**config.mk**
```make
export PLATFORM = sky130hd
export DESIGN_NAME = resource_devirtualiser
export DESIGN_NICKNAME = d
export VERILOG_FILES = /design/src/rtl/memshare_virt_pkg.sv /design/src/rtl/devirt_slot_delay.sv /design/src/rtl/resource_devirtualiser.sv
export SDC_FILE = /design/constraint.sdc
export NUM_CORES = 1
export LEC_CHECK = 0
export ABC_AREA = 1
export CORE_UTILIZATION = 40
export DETAILED_ROUTE_END_ITERATION = 8
export PLACE_DENSITY = 0.78
export SYNTH_ARGS = -nofsm -noshare
export SYNTH_HDL_FRONTEND = slang
export SYNTH_SLANG_ARGS = --single-unit
```
**constraint.sdc**
```tcl
create_clock -name sys_clk -period 0.9 [get_ports sys_clk]
set_input_delay 0.09 -clock sys_clk [delete_from_list [all_inputs] [get_ports sys_clk]]
set_output_delay 0.09 -clock sys_clk [all_outputs]
set_load 0.005 [all_outputs]
```
**src/rtl/memshare_virt_pkg.sv**
```systemverilog
// Shared definitions for the memory-share virtualiser/devirtualiser pair:
// default dimensions and the one-hot slot rotate helper.
package memshare_virt_pkg;

  localparam int VIRTUAL_NUM_DEF   = 2;
  localparam int PORT_BITWIDTH_DEF = 5;
  localparam int SLOT_IDX_W        = $clog2(VIRTUAL_NUM_DEF);
  localparam int ONEHOT_MAX        = 64;

  // Rotate a one-hot vector left within its lowest n bits; bit n-1 wraps to bit 0.
  function automatic logic [ONEHOT_MAX-1:0] onehot_rotl(
    input logic [ONEHOT_MAX-1:0] v,
    input int                    n
  );
    logic [ONEHOT_MAX-1:0] mask;
    mask = (ONEHOT_MAX'(1) << n) - ONEHOT_MAX'(1);
    return ((v << 1) | (v >> (n - 1))) & mask;
  endfunction

endpackage

```
**src/rtl/devirt_slot_delay.sv**
```systemverilog
// Fixed-depth shift register carrying {strobe, one-hot slot} so that the
// capture controls line up with the physical resource output.
module devirt_slot_delay #(
  parameter int DEPTH = 1,
  parameter int WIDTH = 3
) (
  input  logic             sys_clk,
  input  logic             rstn,
  input  logic [WIDTH-1:0] din,
  output logic [WIDTH-1:0] dout
);

  logic [WIDTH-1:0] stage_reg [DEPTH];

  for (genvar gi = 0; gi < DEPTH; gi++) begin : g_stage
    if (gi == 0) begin : g_first
      always_ff @(posedge sys_clk) begin
        if (!rstn) stage_reg[gi] <= '0;
        else       stage_reg[gi] <= din;
      end
    end else begin : g_next
      always_ff @(posedge sys_clk) begin
        if (!rstn) stage_reg[gi] <= '0;
        else       stage_reg[gi] <= stage_reg[gi-1];
      end
    end
  end

  assign dout = stage_reg[DEPTH-1];

endmodule

```
**src/rtl/resource_devirtualiser.sv**
```systemverilog
// Collects serial per-slot results of a time-shared resource into parallel
// virtual ports. Define MEMSHARE_DEVIRT_DBUF_EN to add a shadow round register.
module resource_devirtualiser
  import memshare_virt_pkg::*;
#(
  parameter int VIRTUAL_NUM   = VIRTUAL_NUM_DEF,
  parameter int PORT_BITWIDTH = PORT_BITWIDTH_DEF,
  parameter int PHY_LATENCY   = 1
) (
  input  logic                               sys_clk,
  input  logic                               rstn,
  input  logic                               virSched_en_i,
  input  logic [PORT_BITWIDTH-1:0]           phyDout_i,
  output logic [VIRTUAL_NUM*PORT_BITWIDTH-1:0] virDout_o,
  output logic                               virDout_valid_o,
  input  logic                               virDout_ready_i,
  output logic                               overflow_o
);

  localparam int RW = VIRTUAL_NUM * PORT_BITWIDTH;

  logic [VIRTUAL_NUM-1:0] sched_cnt_reg;
  logic [VIRTUAL_NUM-1:0] sched_cnt_next;
  logic [ONEHOT_MAX-1:0]  sched_rot;
  logic                   unused_rot_hi;

  assign sched_rot      = onehot_rotl(ONEHOT_MAX'(sched_cnt_reg), VIRTUAL_NUM);
  assign unused_rot_hi  = |sched_rot[ONEHOT_MAX-1:VIRTUAL_NUM];
  assign sched_cnt_next = virSched_en_i ? sched_rot[VIRTUAL_NUM-1:0]
                                        : VIRTUAL_NUM'(1);

  always_ff @(posedge sys_clk) begin
    if (!rstn) sched_cnt_reg <= VIRTUAL_NUM'(1);
    else       sched_cnt_reg <= sched_cnt_next;
  end

  logic                   cap_en;
  logic [VIRTUAL_NUM-1:0] cap_slot;

  devirt_slot_delay #(
    .DEPTH (PHY_LATENCY),
    .WIDTH (VIRTUAL_NUM + 1)
  ) u_slot_delay (
    .sys_clk (sys_clk),
    .rstn    (rstn),
    .din     ({virSched_en_i, sched_cnt_reg}),
    .dout    ({cap_en, cap_slot})
  );

  // The last slot never needs storing: it goes straight into the round.
  logic [PORT_BITWIDTH-1:0] collect_reg [VIRTUAL_NUM-1];
  logic [RW-1:0]            round;

  for (genvar gi = 0; gi < VIRTUAL_NUM; gi++) begin : g_slot
    if (gi == VIRTUAL_NUM - 1) begin : g_last
      assign round[gi*PORT_BITWIDTH +: PORT_BITWIDTH] = phyDout_i;
    end else begin : g_store
      always_ff @(posedge sys_clk) begin
        if (!rstn)                        collect_reg[gi] <= '0;
        else if (cap_en && cap_slot[gi])  collect_reg[gi] <= phyDout_i;
      end
      assign round[gi*PORT_BITWIDTH +: PORT_BITWIDTH] = collect_reg[gi];
    end
  end

  logic complete;
  logic handshake;

  assign complete  = cap_en & cap_slot[VIRTUAL_NUM-1];
  assign handshake = virDout_valid_o & virDout_ready_i;

  logic [RW-1:0] dout_reg, dout_next;
  logic          valid_reg, valid_next;
  logic          ovf_reg, ovf_next;

`ifdef MEMSHARE_DEVIRT_DBUF_EN
  logic [RW-1:0] shadow_reg, shadow_next;
  logic          shadow_valid_reg, shadow_valid_next;

  always_comb begin
    dout_next         = dout_reg;
    valid_next        = valid_reg;
    ovf_next          = ovf_reg;
    shadow_next       = shadow_reg;
    shadow_valid_next = shadow_valid_reg;
    if (handshake) begin
      if (shadow_valid_reg) begin
        dout_next         = shadow_reg;
        shadow_valid_next = complete;
        if (complete) shadow_next = round;
      end else if (complete) begin
        dout_next = round;
      end else begin
        valid_next = 1'b0;
      end
    end else if (complete) begin
      if (!valid_reg) begin
        dout_next  = round;
        valid_next = 1'b1;
      end else if (!shadow_valid_reg) begin
        shadow_next       = round;
        shadow_valid_next = 1'b1;
      end else begin
        ovf_next = 1'b1;
      end
    end
  end

  always_ff @(posedge sys_clk) begin
    if (!rstn) begin
      shadow_reg       <= '0;
      shadow_valid_reg <= 1'b0;
    end else begin
      shadow_reg       <= shadow_next;
      shadow_valid_reg <= shadow_valid_next;
    end
  end
`else
  always_comb begin
    dout_next  = dout_reg;
    valid_next = valid_reg;
    ovf_next   = ovf_reg;
    if (complete && (!valid_reg || virDout_ready_i)) begin
      dout_next  = round;
      valid_next = 1'b1;
    end else if (complete) begin
      ovf_next = 1'b1;
    end else if (handshake) begin
      valid_next = 1'b0;
    end
  end
`endif

  always_ff @(posedge sys_clk) begin
    if (!rstn) begin
      dout_reg  <= '0;
      valid_reg <= 1'b0;
      ovf_reg   <= 1'b0;
    end else begin
      dout_reg  <= dout_next;
      valid_reg <= valid_next;
      ovf_reg   <= ovf_next;
    end
  end

  assign virDout_o       = dout_reg;
  assign virDout_valid_o = valid_reg;
  assign overflow_o      = ovf_reg;

endmodule

```
* Word-level counts from Yosys, hierarchy flattened
Memory sizes are Yosys's and may differ from the RTL's. A register that Yosys moved wholly into a read port is not among the register bits.
Cells that the tools add are included.
** Storage, ports and cells
- Flip-flop bits (word level) :: 14
- Bits in writable memories :: 8
- Input port bits :: 9
- Output and inout port bits :: 12
- Logic and storage cells :: 34
- Memories :: 2
** Memories
- collect_reg :: words 1, bits a word 5, rd ports 1, clocked after Yosys merged registers in 1, wr ports 1, line resource_devirtualiser.sv:51 : logic [PORT_BITWIDTH-1:0] collect_reg [VIRTUAL_NUM-1];
- u_slot_delay.stage_reg :: words 1, bits a word 3, rd ports 1, clocked after Yosys merged registers in 0, wr ports 1, line devirt_slot_delay.sv:13 : logic [WIDTH-1:0] stage_reg [DEPTH];
** Cells by class
- Equal/unequal tests :: 1
- Mux-type cells :: 12
- Bitwise operators :: 4
- Reductions and logical operators :: 11
** Operator list (number)
- $mux W1 :: 10
- $reduce_and A2 Y1 :: 3
- $mux W5 :: 1
- $reduce_or A5 Y1 :: 1
- $mux W3 :: 1
- $reduce_or A3 Y1 :: 1
- $and A1 B1 Y1 :: 2
- $logic_and A1 B1 Y1 :: 2
- $logic_not A1 Y1 :: 2
- $ne A2 B1 Y1 const B :: 1
- $or A2 B1 Y2 :: 1
- $reduce_bool A2 Y1 :: 1
- $logic_or A1 B1 Y1 :: 1
- $not A1 Y1 :: 1

* Depth between registers and ports, before layout
An unclocked memory read counts as a cell.
- Word-level depth :: 7
- Gate-level depth with buffers :: 6
- Mapped depth without buffers :: 5

* Modules after synthesis
Synthesis repeated with hierarchy kept, for this count alone.
** Second synthesis, totals
- Cells, all modules :: 104
- Area total of the unflattened synthesis :: 872.1 um^2
** By module, submodules not included
- resource_devirtualiser :: instances 1, cells each 95, area each 789.5 um^2, sequential area each 430.4 um^2
- devirt_slot_delay :: instances 1, cells each 9, area each 82.6 um^2, sequential area each 60.1 um^2

* Worst setup path after synthesis
OpenSTA, ideal clock, no wires.
- Kind :: reg-to-reg
- Start :: register valid_reg, in the netlist virDout_valid_o
- End :: register dout_reg[5], in the netlist virDout_o[5]
- Library setup time :: 0.113 ns
- Arrival time :: 0.754 ns
- Data required time :: 0.787 ns
- Setup slack :: 0.033 ns
- Cell stages (with the launch flop) :: 5
- Buffers on the path :: 1
- Period minus slack after synthesis :: 0.867 ns
- Cells stage by stage :: dfxtp_1 > nand2_2 > buf_4 > a21oi_2 > nor2_1
** Between the ends
- Cells in the longest elaborated chain, start to end :: 3
** RTL lines
- from (decl) :: line resource_devirtualiser.sv:73 : logic valid_reg, valid_next;
- from (signal assigned) :: line resource_devirtualiser.sv:141 : valid_reg <= valid_next;
- $logic_not A1 Y1 :: line resource_devirtualiser.sv:123 : if (complete && (!valid_reg || virDout_ready_i)) begin
- $logic_or A1 B1 Y1 :: line resource_devirtualiser.sv:123
- $logic_and A1 B1 Y1 :: line resource_devirtualiser.sv:123
- to (signal assigned) :: line resource_devirtualiser.sv:140 : dout_reg <= dout_next;
- to (decl) :: line resource_devirtualiser.sv:72 : logic [RW-1:0] dout_reg, dout_next;
Every way passes these cells.
A chain may end at the register's enable or synchronous reset.

* Worst setup path after layout
- Start :: memory u_slot_delay.stage_reg[0][2]
- End :: register dout_reg[7], in the netlist virDout_o[7]
** Between the ends
- Cells in the longest elaborated chain, start to end :: 3
** RTL lines
- from (decl) :: line devirt_slot_delay.sv:13
- $mem_v2 Z1 W3
- $and A1 B1 Y1 :: line resource_devirtualiser.sv:69 : assign complete = cap_en & cap_slot[VIRTUAL_NUM-1];
- $logic_and A1 B1 Y1 :: line resource_devirtualiser.sv:123
Every way passes these cells.

==> results.toml <==
[finish]
final_common_cell = "inv_1"
stdcell_count = 162
diodes = 0
layout.nets = 145
largest_reg_flops = 10
fin_area_um2 = 1287
layout_common_cells = "16 x inv_1, 15 x nor2_1, 13 x nand2_1, 13 x dfxtp_2, 12 x buf_2"
layout-drive-gt1-share_pct = 46.67
area_growth_pct = 47.42

[critical_path]
start_kind = "flop"
r2r_cells = 5
r2r-start = "u_slot_delay.stage_reg[0][2]"
critPathKind = "flop to flop"
crit_chain = "nand2_4 -> inv_6 -> clkbuf_16 -> a21oi_4 -> nor2_2"
cp.required_ns = 1.11
cp_num_buf_inv = 2
cp.arrival_ns = 1.17
slowest_stage = "dfxtp_4"
reg2reg_to = "virDout_o[7]"
r2r_slack_ns = -0.05
startpoint = "u_slot_delay.stage_reg[0][2]"
cpLargestDelayFamily = "flip-flops"
end_kind = "flop"
cp_max_fo = 8
slowest_delay_ns = 0.38

[die]
die_h_um = 48.73
rows = 16
io_pins = 21
die_area_um2 = 2374
start_util_pct = 43.63
coreArea_um2 = 2002
dieWidth_um = 48.73

[routing]
ant_nets = 0
dr.pass1.iters = 6
vias = 747
wl_per_cell_um = 11.33
drc_errors = 0
drt-vias-per-instance = 4.611
drt-initial-drc-count = 13
wirelength_mm = 1.836

[logic_synthesis]
seq_area_frac_synth_pct = 56.16
syn_avg_cell_area_um2 = 8.397
ys_warn_count = 0
synth.largest_area_cell = "dfxtp_1"
syn_inst = 104
synth.area.top_cells = "dfxtp_1 39%, edfxtp_1 17%, inv_1 6.9%, nor2_1 6.9%, nand2_1 6.4%"
synth_cell_types = 17
synth_top_area_share_pct = 38.97
synth_nets = 113
syn_area_um2 = 873.3
synth_seq_cells = 22

[place]
hpwl_mm = 1.128
dpl.cell_count = 152
place_congestion = 0.7123
io_buffers = 20
post_dp_cell_area_um2 = 1117

[sta]
grt_setup_unrepaired = "yes"
hold_viol_final = 0
relSlewSlack_pct = 82.76
worstMarginPinSlew_ns = 0.2582
period_minus_slack_ns = 0.9545
period_share_pct = 106.1
setup_ws_ns = -0.05452
slew_viol_final = 0
final.setup_skew_ns = 0.001381
fmax_mhz = 1048
setup_viol = 11

[cts]
htree_levels = 1
clk_latency_ns = 0.30
cts_made_buffers = 3
cts_root_buf = "clkbuf_4"
hold_buffers = 0
cts_buffer_depth = 2
tritoncts = "yes"
clk_pin_slew_ns = 0.11
cts_sinks = 22

[worst_hold_path]
holdPathStages = 3
min_to = "sched_cnt_reg[0]"
worstHoldStart = "virSched_en_i"
hp-class = "input port to flop"

[run]
max_cap_viol_count = 0

[global_route]
grt_pass1_vias = 674
grt.total_usage_pct = 15.60
grt_antenna_before_repair = 0
grt_pass1_wl_mm = 2.822
gr-total-overflow = 0
grt_max_degree = 17

[run_status]
violations = "setup timing"
status = "complete, but fails checks"

[power_and_ir_drop]
p_leak_uw = 0.0006073
peakVddDrop_mv = 1.048
p_per_area_nw_per_um2 = 1317
## worst reg2reg max path: stages, from the launching register on
cell and delay (ns):
dfxtp_4 0.38, nand2_4 0.08, inv_6 0.05, clkbuf_16 0.16
a21oi_4 0.15, nor2_2 0.04
## through the flow
| step | utilization, % | hold slack [ns] | TNS [ns] | setup WS (ns) | power (µW) |
|---|---|---|---|---|---|
| 2_1_floorplan | - | 0.2126 | 0 | 0.03338 | 1152 |
| 4_1_cts | 57.94 | 0.3664 | -0.2205 | -0.03573 | 1677 |
| 3_5_place_dp | 55.81 | 0.4205 | -6.975 | -0.3709 | 1231 |
| 3_3_place_gp | 55.81 | 0.4174 | -6.264 | -0.3273 | 1226 |
| 5_1_grt | 64.31 | 0.3901 | -0.8700 | -0.08375 | 1771 |
| 6_report | 64.31 | 0.3604 | -0.2714 | -0.05452 | 1696 |
## worst max path at each step
stage / end / slack [ns] / cells after the start
final: virDout_o[7] / -0.05 / 5
after global routing: virDout_o[7] / -0.08 / 5
after CTS: virDout_o[7] / -0.04 / 6
after detailed placement: virDout_o[9] / -0.37 / 6
after global placement: virDout_o[5] / -0.33 / 6
after floorplan: virDout_o[5] / 0.03 / 4
## synthesized netlist by cell type, drive strengths merged
master and n:
nor2 16, nand4 1, clkbuf 1, or2 1
buf 5, nand3 11, edfxtp 5, inv 18
dfxtp 17, a21oi 12, nand2 17
## final cells by class
class / instances / area, µm²
Fill cell: 163 / 714.4
Multi-Input combinational cell: 60 / 380.4
Timing Repair Buffer: 31 / 264.0
Sequential cell: 22 / 510.5
Tap cell: 27 / 33.78
Clock buffer: 4 / 26.28
Inverter: 18 / 72.57
## power by group
part	switching, µW	internal, µW
Combinational	88.1	90.0
Sequential	17.4	1040
Clock	283	173
## cells by family (layout without fill, tap and decap cells)
kind of cell	after synthesis	count (layout)	synth area share, %
compound gates	12	12	7.306
buf+inv	24	53	14.04
simple gates	46	48	22.49
flops	22	22	56.16
## metal layers
layer	up-vias	routed length (µm)	GRT usage, %
li1	384	-	-
met1	345	756	18.25
met5	-	0	0
met3	2	59	3.145
met4	0	21	4.412
met2	16	999	28.47
## timing repair
| action | 4_1_cts | 5_1_grt |
|---|---|---|
| setup buffers | 3 | 0 |
| pin swaps | 0 | 15 |
| gates cloned | 1 | 2 |
| endpoints found under the setup margin | 28 | 19 |
| hold endpoints to repair | 0 | 0 |
| gates resized for setup | 63 | 23 |
Power figures use the tool's default switching activity.
